$ cat config.mk
export PLATFORM = sky130hd
export DESIGN_NAME = mem_port_arbiter
export DESIGN_NICKNAME = d
export VERILOG_FILES = /design/src/rtl/cpu_pkg.sv /design/src/rtl/rr_arb2.sv /design/src/rtl/mem_port_arbiter.sv
export SDC_FILE = /design/constraint.sdc
export NUM_CORES = 1
export LEC_CHECK = 0
export BUFFER_PORTS_ARGS = -buffer_cell sky130_fd_sc_hd__buf_2
export CORE_UTILIZATION = 35
export DETAILED_ROUTE_END_ITERATION = 10
export SYNTH_ARGS = -nofsm -noshare
export SYNTH_HDL_FRONTEND = slang
export SYNTH_SLANG_ARGS = --single-unit
$ cat constraint.sdc
create_clock -name clk -period 5.2 [get_ports clk]
set_clock_uncertainty 0.15 [all_clocks]
set_input_delay 1.04 -clock clk [delete_from_list [all_inputs] [get_ports clk]]
set_output_delay 1.04 -clock clk [all_outputs]
set_load 0.02 [all_outputs]
$ cat src/rtl/cpu_pkg.sv
// Shared definitions for the CPU control FSM, memory port arbiter and memory.
// Holds the arbiter state encoding, the access-owner encoding and the default
// address/data widths of the unified memory.
package cpu_pkg;

  localparam int AW_DEFAULT = 8;
  localparam int DW_DEFAULT = 8;

  typedef enum logic [1:0] {
    IDLE  = 2'd0,
    ISSUE = 2'd1,
    WAIT  = 2'd2,
    DONE  = 2'd3
  } arb_state_t;

  localparam logic OWN_CPU = 1'b0;
  localparam logic OWN_LDR = 1'b1;

endpackage

$ cat src/rtl/rr_arb2.sv
// Two-requester round-robin pick (combinational).
//   req0        in  CPU request
//   req1        in  loader request
//   last_owner  in  owner of the previous access (OWN_CPU / OWN_LDR)
//   grant_valid out at least one request present
//   grant_id    out requester picked (OWN_CPU / OWN_LDR)
module rr_arb2
  import cpu_pkg::*;
(
  input  logic req0,
  input  logic req1,
  input  logic last_owner,
  output logic grant_valid,
  output logic grant_id
);

  always_comb begin
    grant_valid = req0 | req1;
    grant_id    = OWN_CPU;
    if (req0 && req1) begin
      // tie goes to whoever did not own the last access
      grant_id = (last_owner == OWN_CPU) ? OWN_LDR : OWN_CPU;
    end else if (req1) begin
      grant_id = OWN_LDR;
    end
  end

endmodule

$ cat src/rtl/mem_port_arbiter.sv
// Shares the single-port unified memory between the CPU control path and the
// program-loader/debug port using a req/ack handshake, round-robin arbitration
// and a configurable read latency.
//   clk, rst_n                          clock, async active-low reset
//   cpu_req/we/addr/wdata, cpu_ack/rdata CPU port
//   ldr_req/we/addr/wdata, ldr_ack/rdata loader port
//   mem_en/we/addr/wdata, mem_rdata      memory macro interface
//   busy                                 high whenever not IDLE
//   owner                                owner of current/last access (0 CPU, 1 loader)
//
// state | meaning
// IDLE  | waiting for a request; grants and latches fields
// ISSUE | one-cycle mem_en strobe
// WAIT  | read latency countdown, address held
// DONE  | one-cycle ack to owner, read data valid
module mem_port_arbiter
  import cpu_pkg::*;
#(
  parameter int AW     = AW_DEFAULT,
  parameter int DW     = DW_DEFAULT,
  parameter int RD_LAT = 1
) (
  input  logic          clk,
  input  logic          rst_n,
  input  logic          cpu_req,
  input  logic          cpu_we,
  input  logic [AW-1:0] cpu_addr,
  input  logic [DW-1:0] cpu_wdata,
  output logic          cpu_ack,
  output logic [DW-1:0] cpu_rdata,
  input  logic          ldr_req,
  input  logic          ldr_we,
  input  logic [AW-1:0] ldr_addr,
  input  logic [DW-1:0] ldr_wdata,
  output logic          ldr_ack,
  output logic [DW-1:0] ldr_rdata,
  output logic          mem_en,
  output logic          mem_we,
  output logic [AW-1:0] mem_addr,
  output logic [DW-1:0] mem_wdata,
  input  logic [DW-1:0] mem_rdata,
  output logic          busy,
  output logic          owner
);

  if (RD_LAT < 1 || RD_LAT > 4) begin : g_rd_lat_check
    $error("mem_port_arbiter: RD_LAT must be in 1..4, got %0d", RD_LAT);
  end

  localparam logic       RD_SINGLE = (RD_LAT == 1);
  localparam logic [1:0] WAIT_LOAD = 2'(RD_LAT - 1);

  arb_state_t state;
  logic [1:0] wait_cnt;
  logic       grant_valid;
  logic       grant_id;
  logic       to_done;

  rr_arb2 u_rr_arb2 (
    .req0        (cpu_req),
    .req1        (ldr_req),
    .last_owner  (owner),
    .grant_valid (grant_valid),
    .grant_id    (grant_id)
  );

  // mem_we/mem_addr/mem_wdata double as the latched request fields, so the
  // address stays stable through WAIT without extra registers.
  always_comb begin
    to_done = 1'b0;
    case (state)
      ISSUE:   to_done = mem_we || RD_SINGLE;
      WAIT:    to_done = (wait_cnt == 2'd1);
      default: to_done = 1'b0;
    endcase
  end

  always_ff @(posedge clk or negedge rst_n) begin
    if (!rst_n) begin
      state     <= IDLE;
      owner     <= OWN_LDR;
      wait_cnt  <= '0;
      busy      <= 1'b0;
      mem_en    <= 1'b0;
      mem_we    <= 1'b0;
      mem_addr  <= '0;
      mem_wdata <= '0;
      cpu_ack   <= 1'b0;
      ldr_ack   <= 1'b0;
      cpu_rdata <= '0;
      ldr_rdata <= '0;
    end else begin
      mem_en  <= 1'b0;
      cpu_ack <= 1'b0;
      ldr_ack <= 1'b0;
      case (state)
        IDLE: begin
          if (grant_valid) begin
            owner     <= grant_id;
            mem_en    <= 1'b1;
            mem_we    <= (grant_id == OWN_LDR) ? ldr_we    : cpu_we;
            mem_addr  <= (grant_id == OWN_LDR) ? ldr_addr  : cpu_addr;
            mem_wdata <= (grant_id == OWN_LDR) ? ldr_wdata : cpu_wdata;
            busy      <= 1'b1;
            state     <= ISSUE;
          end
        end
        ISSUE: begin
          if (!to_done) begin
            wait_cnt <= WAIT_LOAD;
            state    <= WAIT;
          end
        end
        WAIT: begin
          wait_cnt <= wait_cnt - 2'd1;
        end
        DONE: begin
          busy  <= 1'b0;
          state <= IDLE;
        end
        default: state <= IDLE;
      endcase
      // read data is captured on the edge entering DONE, into the owner's
      // register only
      if (to_done) begin
        state   <= DONE;
        cpu_ack <= (owner == OWN_CPU);
        ldr_ack <= (owner == OWN_LDR);
        if (!mem_we) begin
          if (owner == OWN_CPU) cpu_rdata <= mem_rdata;
          else                  ldr_rdata <= mem_rdata;
        end
      end
    end
  end

endmodule

After elaboration in Yosys (flattened, before gate mapping)
Cells that the tools add are included.
{"block": "word_totals", "n_memories": 0, "rom_bits": 0, "wordCells": 52, "ram_bits": 0, "register_bits": 42, "output_inout_bits": 38, "latch_bits": 0, "input_bits": 46}
{"block": "op_classes", "mul": 0, "n_addsub": 1, "eq_ne": 7, "div": 0, "reduce_logical": 11, "n_shift": 0, "magnitude_cmp": 0, "bitwise_logic": 3, "muxes": 18}
{"cell": "8-bit two-way mux", "n": 2}
{"cell": "1-bit two-way mux", "n": 9}
{"cell": "2-bit AND reduction", "n": 4}
{"cell": "2-bit two-way mux", "n": 3}
{"cell": "2-bit case mux with 3 select lines", "n": 1}
{"cell": "3-bit AND reduction", "n": 2}
{"cell": "2-bit by 1-bit equality test with 1-bit output, second input constant", "n": 2}
{"cell": "2-bit equality test, second input constant", "n": 2}
{"cell": "2-bit != test, second input constant", "n": 2}
{"cell": "1-bit case mux with 2 select lines", "n": 2}
{"cell": "2-bit case mux with 2 select lines", "n": 1}
{"cell": "2-bit nonzero test", "n": 2}
{"cell": "4-bit nonzero test", "n": 1}
{"cell": "3-bit != test, second input constant", "n": 1}
{"cell": "2-bit zero test", "n": 1}
{"cell": "1-bit inverter", "n": 2}
{"cell": "2-bit by 1-bit subtractor with 2-bit output, second input constant", "n": 1}
{"cell": "1-bit logical AND", "n": 1}
{"cell": "1-bit OR", "n": 1}

Depth between registers and ports, before layout
{"block": "logic_depth", "depth_word": 4, "ltp_mapped": 7, "mapped_depth_nobuf": 5}

Hierarchy
Synthesis repeated with hierarchy kept, for this count alone.
{"block": "unflattened", "cells_unflattened": 147, "hier_area_um2": 1858.0}
{"module": "mem_port_arbiter", "area_per_inst_um2": 1844.3, "seq_area_each_um2": 1052.3, "instances": 1, "cells_each": 145}
{"module": "rr_arb2", "area_per_inst_um2": 13.8, "seq_area_each_um2": 0.0, "instances": 1, "cells_each": 2}

Least setup slack after synthesis
Ideal clock, no wire load.
{"block": "synth_path", "path_kind": "input to register", "from": "input ldr_req", "to": "register mem_wdata[2]", "cell_stages": 5, "arrival_ns": 1.658, "path_buffers": 2, "required_ns": 4.920, "setup_time_ns": 0.130, "path_slack_ns": 3.262, "path_cell_list": "a21bo_2 > buf_2 > buf_4 > nand2_1 > a31oi_1"}
{"block": "synth_via", "elab_chain_cells": 3, "elab_cells_between_ends": 6, "cone_classes": "3 x mux; 1 x bitwise; 2 x reduce/logical"}
{"item": "start: declaration", "line": "mem_port_arbiter.sv:31", "source": "input logic ldr_req,"}
{"item": "1-bit two-way mux / 1-bit logical AND (equally long branches)", "line": "rr_arb2.sv:23, rr_arb2.sv:20"}
{"item": "1-bit two-way mux", "line": "rr_arb2.sv:20", "source": "if (req0 && req1) begin"}
{"item": "8-bit two-way mux", "line": "mem_port_arbiter.sv:103", "source": "mem_wdata <= (grant_id == OWN_LDR) ? ldr_wdata : cpu_wdata;"}
{"item": "end signal: assignment", "line": "mem_port_arbiter.sv:103"}
{"item": "end: declaration", "line": "mem_port_arbiter.sv:40", "source": "output logic [DW-1:0] mem_wdata,"}
Parallel ways exist; a longest one is shown, timed or not.
A chain may end at the register's enable or synchronous reset.

Worst setup path in the final report
{"block": "layout_path", "from": "register owner", "to": "output owner"}
{"item": "start: declaration", "line": "mem_port_arbiter.sv:43", "source": "output logic owner"}
{"item": "start signal: assignment", "line": "mem_port_arbiter.sv:99", "source": "owner <= grant_id;"}
No word-level cell between the ends.

==> results.py <==
metrics = {
    "run_status": {
        "outcome": "complete, no violations",
    },
    "final_layout": {
        "fillers": 499,
        "design_area_um2": 2399,
        "nets": 299,
        "final_cells": 318,
        "drive_gt1_frac": 0.4435,
        "area_growth_pct": 28.40,
        "final_common_cell": "buf_2",
        "final_cell_mix": "buf_2, dfrtp_1, nand2_1",
        "diodes": 0,
    },
    "yosys": {
        "synth-seq-area-share": 0.5633,
        "synth.cell_area_um2": 1868,
        "synth_cells": 166,
        "yosys-top-cells-area": "dfrtp_1, nand2_1, mux2_4",
        "avgSynthCellArea_um2": 11.25,
        "yosysWarningCount": 0,
        "synth_top_area_cell": "dfrtp_1",
        "synth_nets": 218,
        "synth_cell_types": 26,
        "synth-seq-cells": 42,
        "synth_top_area_share": 0.5492,
    },
    "setup_path": {
        "crit_slowest_cell": "dfstp_2",
        "r2r_end": "ldr_rdata[2]",
        "crit_fanout": 9,
        "worstPathRequired_ps": 4010,
        "max_stage_delay_ps": 630,
        "reg2reg_slack_ps": 3040,
        "critPathKind": "register to output pin",
        "arrival_ps": 1100,
        "cp_cell_sequence": "buf_2",
        "r2r-start": "state[0]",
        "path_delay_family": "flip-flops",
        "rr_worst_depth": 5,
        "setup.worst_path.end_class": "output pin",
        "path_buf_inv": 1,
        "startpoint_type": "register",
    },
    "timing": {
        "finalHoldViolCount": 0,
        "min_period_ps": 2293,
        "drv_slew": 0,
        "rsz0062_at_grt": "no",
        "maxSlewHeadroom": 0.2618,
        "hold-worst-slack_ps": 321.2,
        "max_freq_mhz": 436.1,
        "tns_ps": 0,
        "fin_crit_sh": 0.4409,
        "max_slew.worst_pin.slew_ps": 1107,
        "setup-violations-final": 0,
    },
    "global_route": {
        "use_met3": 0.03748,
        "met1_usage": 0.1750,
        "grt_start_max_net_pins": 43,
        "met2_usage": 0.2142,
        "gr-usage-all-layers": 0.1380,
        "grt.busiest_layer": "met2",
        "grt_pass1_vias": 1252,
        "grt.overflow.total": 0,
        "grt_pass1_wl_um": 5713,
        "antenna_found_initial": 0,
    },
    "worst_hold_path": {
        "min_from": "wait_cnt[0]",
        "min_to": "wait_cnt[0]",
        "hold_class": "register to register",
        "whs_path_depth": 1,
    },
    "clocking": {
        "numClockSinks": 42,
        "cts_tree": "built",
        "insertion_delay_ps": 280,
        "hold_buffers": 0,
        "path_clk_slew_ps": 70,
        "cts_root_buf": "clkbuf_8",
        "cts.path.max_buffers": 2,
        "postCtsSetupRepairBufs": 0,
        "cts_made_buffers": 5,
        "ctsResizeCount": 0,
        "ctsHtreeMaxLevel": 2,
    },
    "route": {
        "vias_per_cell": 4.560,
        "remaining_drc_errors": 0,
        "vias": 1450,
        "routedWlPerCell_um": 11.67,
        "first_pass_iters": 4,
        "drtAntennaViolNets": 0,
        "drt-initial-drc-count": 34,
        "wl_um": 3711,
    },
    "floorplan": {
        "ios": 84,
        "core_area_um2": 5107,
        "die_area_um2": 5633,
        "die_h_um": 75.06,
        "core.rowCount": 26,
        "die_w_um": 75.06,
        "start_util": 0.3658,
    },
    "placement": {
        "place_area_um2": 2308,
        "port_buffers": 83,
        "dp_cells": 310,
        "dpl.hpwl_um": 2647,
        "place.gp.congestion": 0.7140,
    },
    "pwr": {
        "p_leak_uw": 0.001215,
        "power_density_nw_per_um2": 633.5,
        "ir_drop_mv": 0.2408,
    },
    "flow_run": {
        "cap_viol_max_count": 0,
    },
}
-- state kept, by name, indices dropped and copies added (netlist names) --
register	cells
busy	1
cpu_ack	1
cpu_rdata	8
ldr_ack	1
ldr_rdata	8
mem_addr	8
mem_en	1
mem_wdata	8
mem_we	1
owner	1
state	2
wait_cnt	2
-- through the flow --
step                utilization  setup slack [ps]  power (µW)
global route             0.4696              2733        1647
detailed placement       0.4520              2589        1326
finish                   0.4696              2907        1519
floorplan                     -              3262        1109
global placement         0.4520              2677        1309
CTS                      0.4696              2889        1544
-- worst max path at each step --
stage | start | end | slack, ps | cells after the start
3_3_place_gp | cpu_req | mem_wdata[4] | 2680 | 3
6_report | owner | owner | 2910 | 1
5_1_grt | cpu_req | mem_addr[0] | 2730 | 4
2_1_floorplan | ldr_req | mem_wdata[2] | 3260 | 5
4_1_cts | owner | owner | 2890 | 1
3_5_place_dp | cpu_req | mem_wdata[5] | 2590 | 3
-- layout make-up --
class | instances | area (µm²) | area share
Tap cell | 70 | 87.58 | 0.03652
Clock buffer | 8 | 90.09 | 0.03756
Timing Repair Buffer | 83 | 415.4 | 0.1732
Inverter | 4 | 15.01 | 0.006260
Sequential cell | 42 | 1052 | 0.4387
Multi-Input combinational cell | 111 | 738.2 | 0.3078
-- cell families (layout without fill, tap and decap cells) --
kind of cell | count (synthesis) | after routing | share of synthesized area
AO/OA/AOI/OAI | 27 | 27 | 0.09779
XOR/XNOR | 1 | 1 | 0.004689
adder cells (fa/ha/maj) | 6 | 6 | 0.04019
buffers and inverters | 13 | 95 | 0.04152
flip-flops | 42 | 42 | 0.5633
multiplexers | 18 | 18 | 0.1232
AND/OR/NAND/NOR | 59 | 59 | 0.1293
-- report_power, final --
group | internal [µW] | switching [µW]
Combinational | 304 | 424
Clock | 108 | 103
Sequential | 492 | 88.0
Total | 905 | 615
-- per-layer routing --
metal  vias up  wire [µm]  part of all wire
met5         -          0                 0
met1       649       1719              0.46
met4         0         70             0.019
met2        67       1636              0.44
met3         8        285             0.077
li1        726          -                 -
-- synthesized netlist by cell type --
| library cell | number |
|---|---|
| nand2_1 | 36 |
| ha_1 | 6 |
| mux2i_1 | 2 |
| mux2_4 | 8 |
| o32a_1 | 1 |
| a21boi_2 | 1 |
| and3_2 | 1 |
| xor2_1 | 1 |
| o22a_1 | 1 |
| nor3b_1 | 1 |
| o21ai_0 | 1 |
| a21oi_1 | 2 |
| buf_6 | 2 |
| a31oi_1 | 18 |
| inv_1 | 4 |
| nor2_1 | 19 |
| a21bo_2 | 1 |
| dfstp_2 | 1 |
| nand3_2 | 1 |
| and4b_1 | 1 |
| mux2_2 | 8 |
| o21a_1 | 1 |
| buf_4 | 2 |
| buf_2 | 5 |
| a21o_1 | 1 |
| dfrtp_1 | 41 |
(Power assumes the default switching activity.)
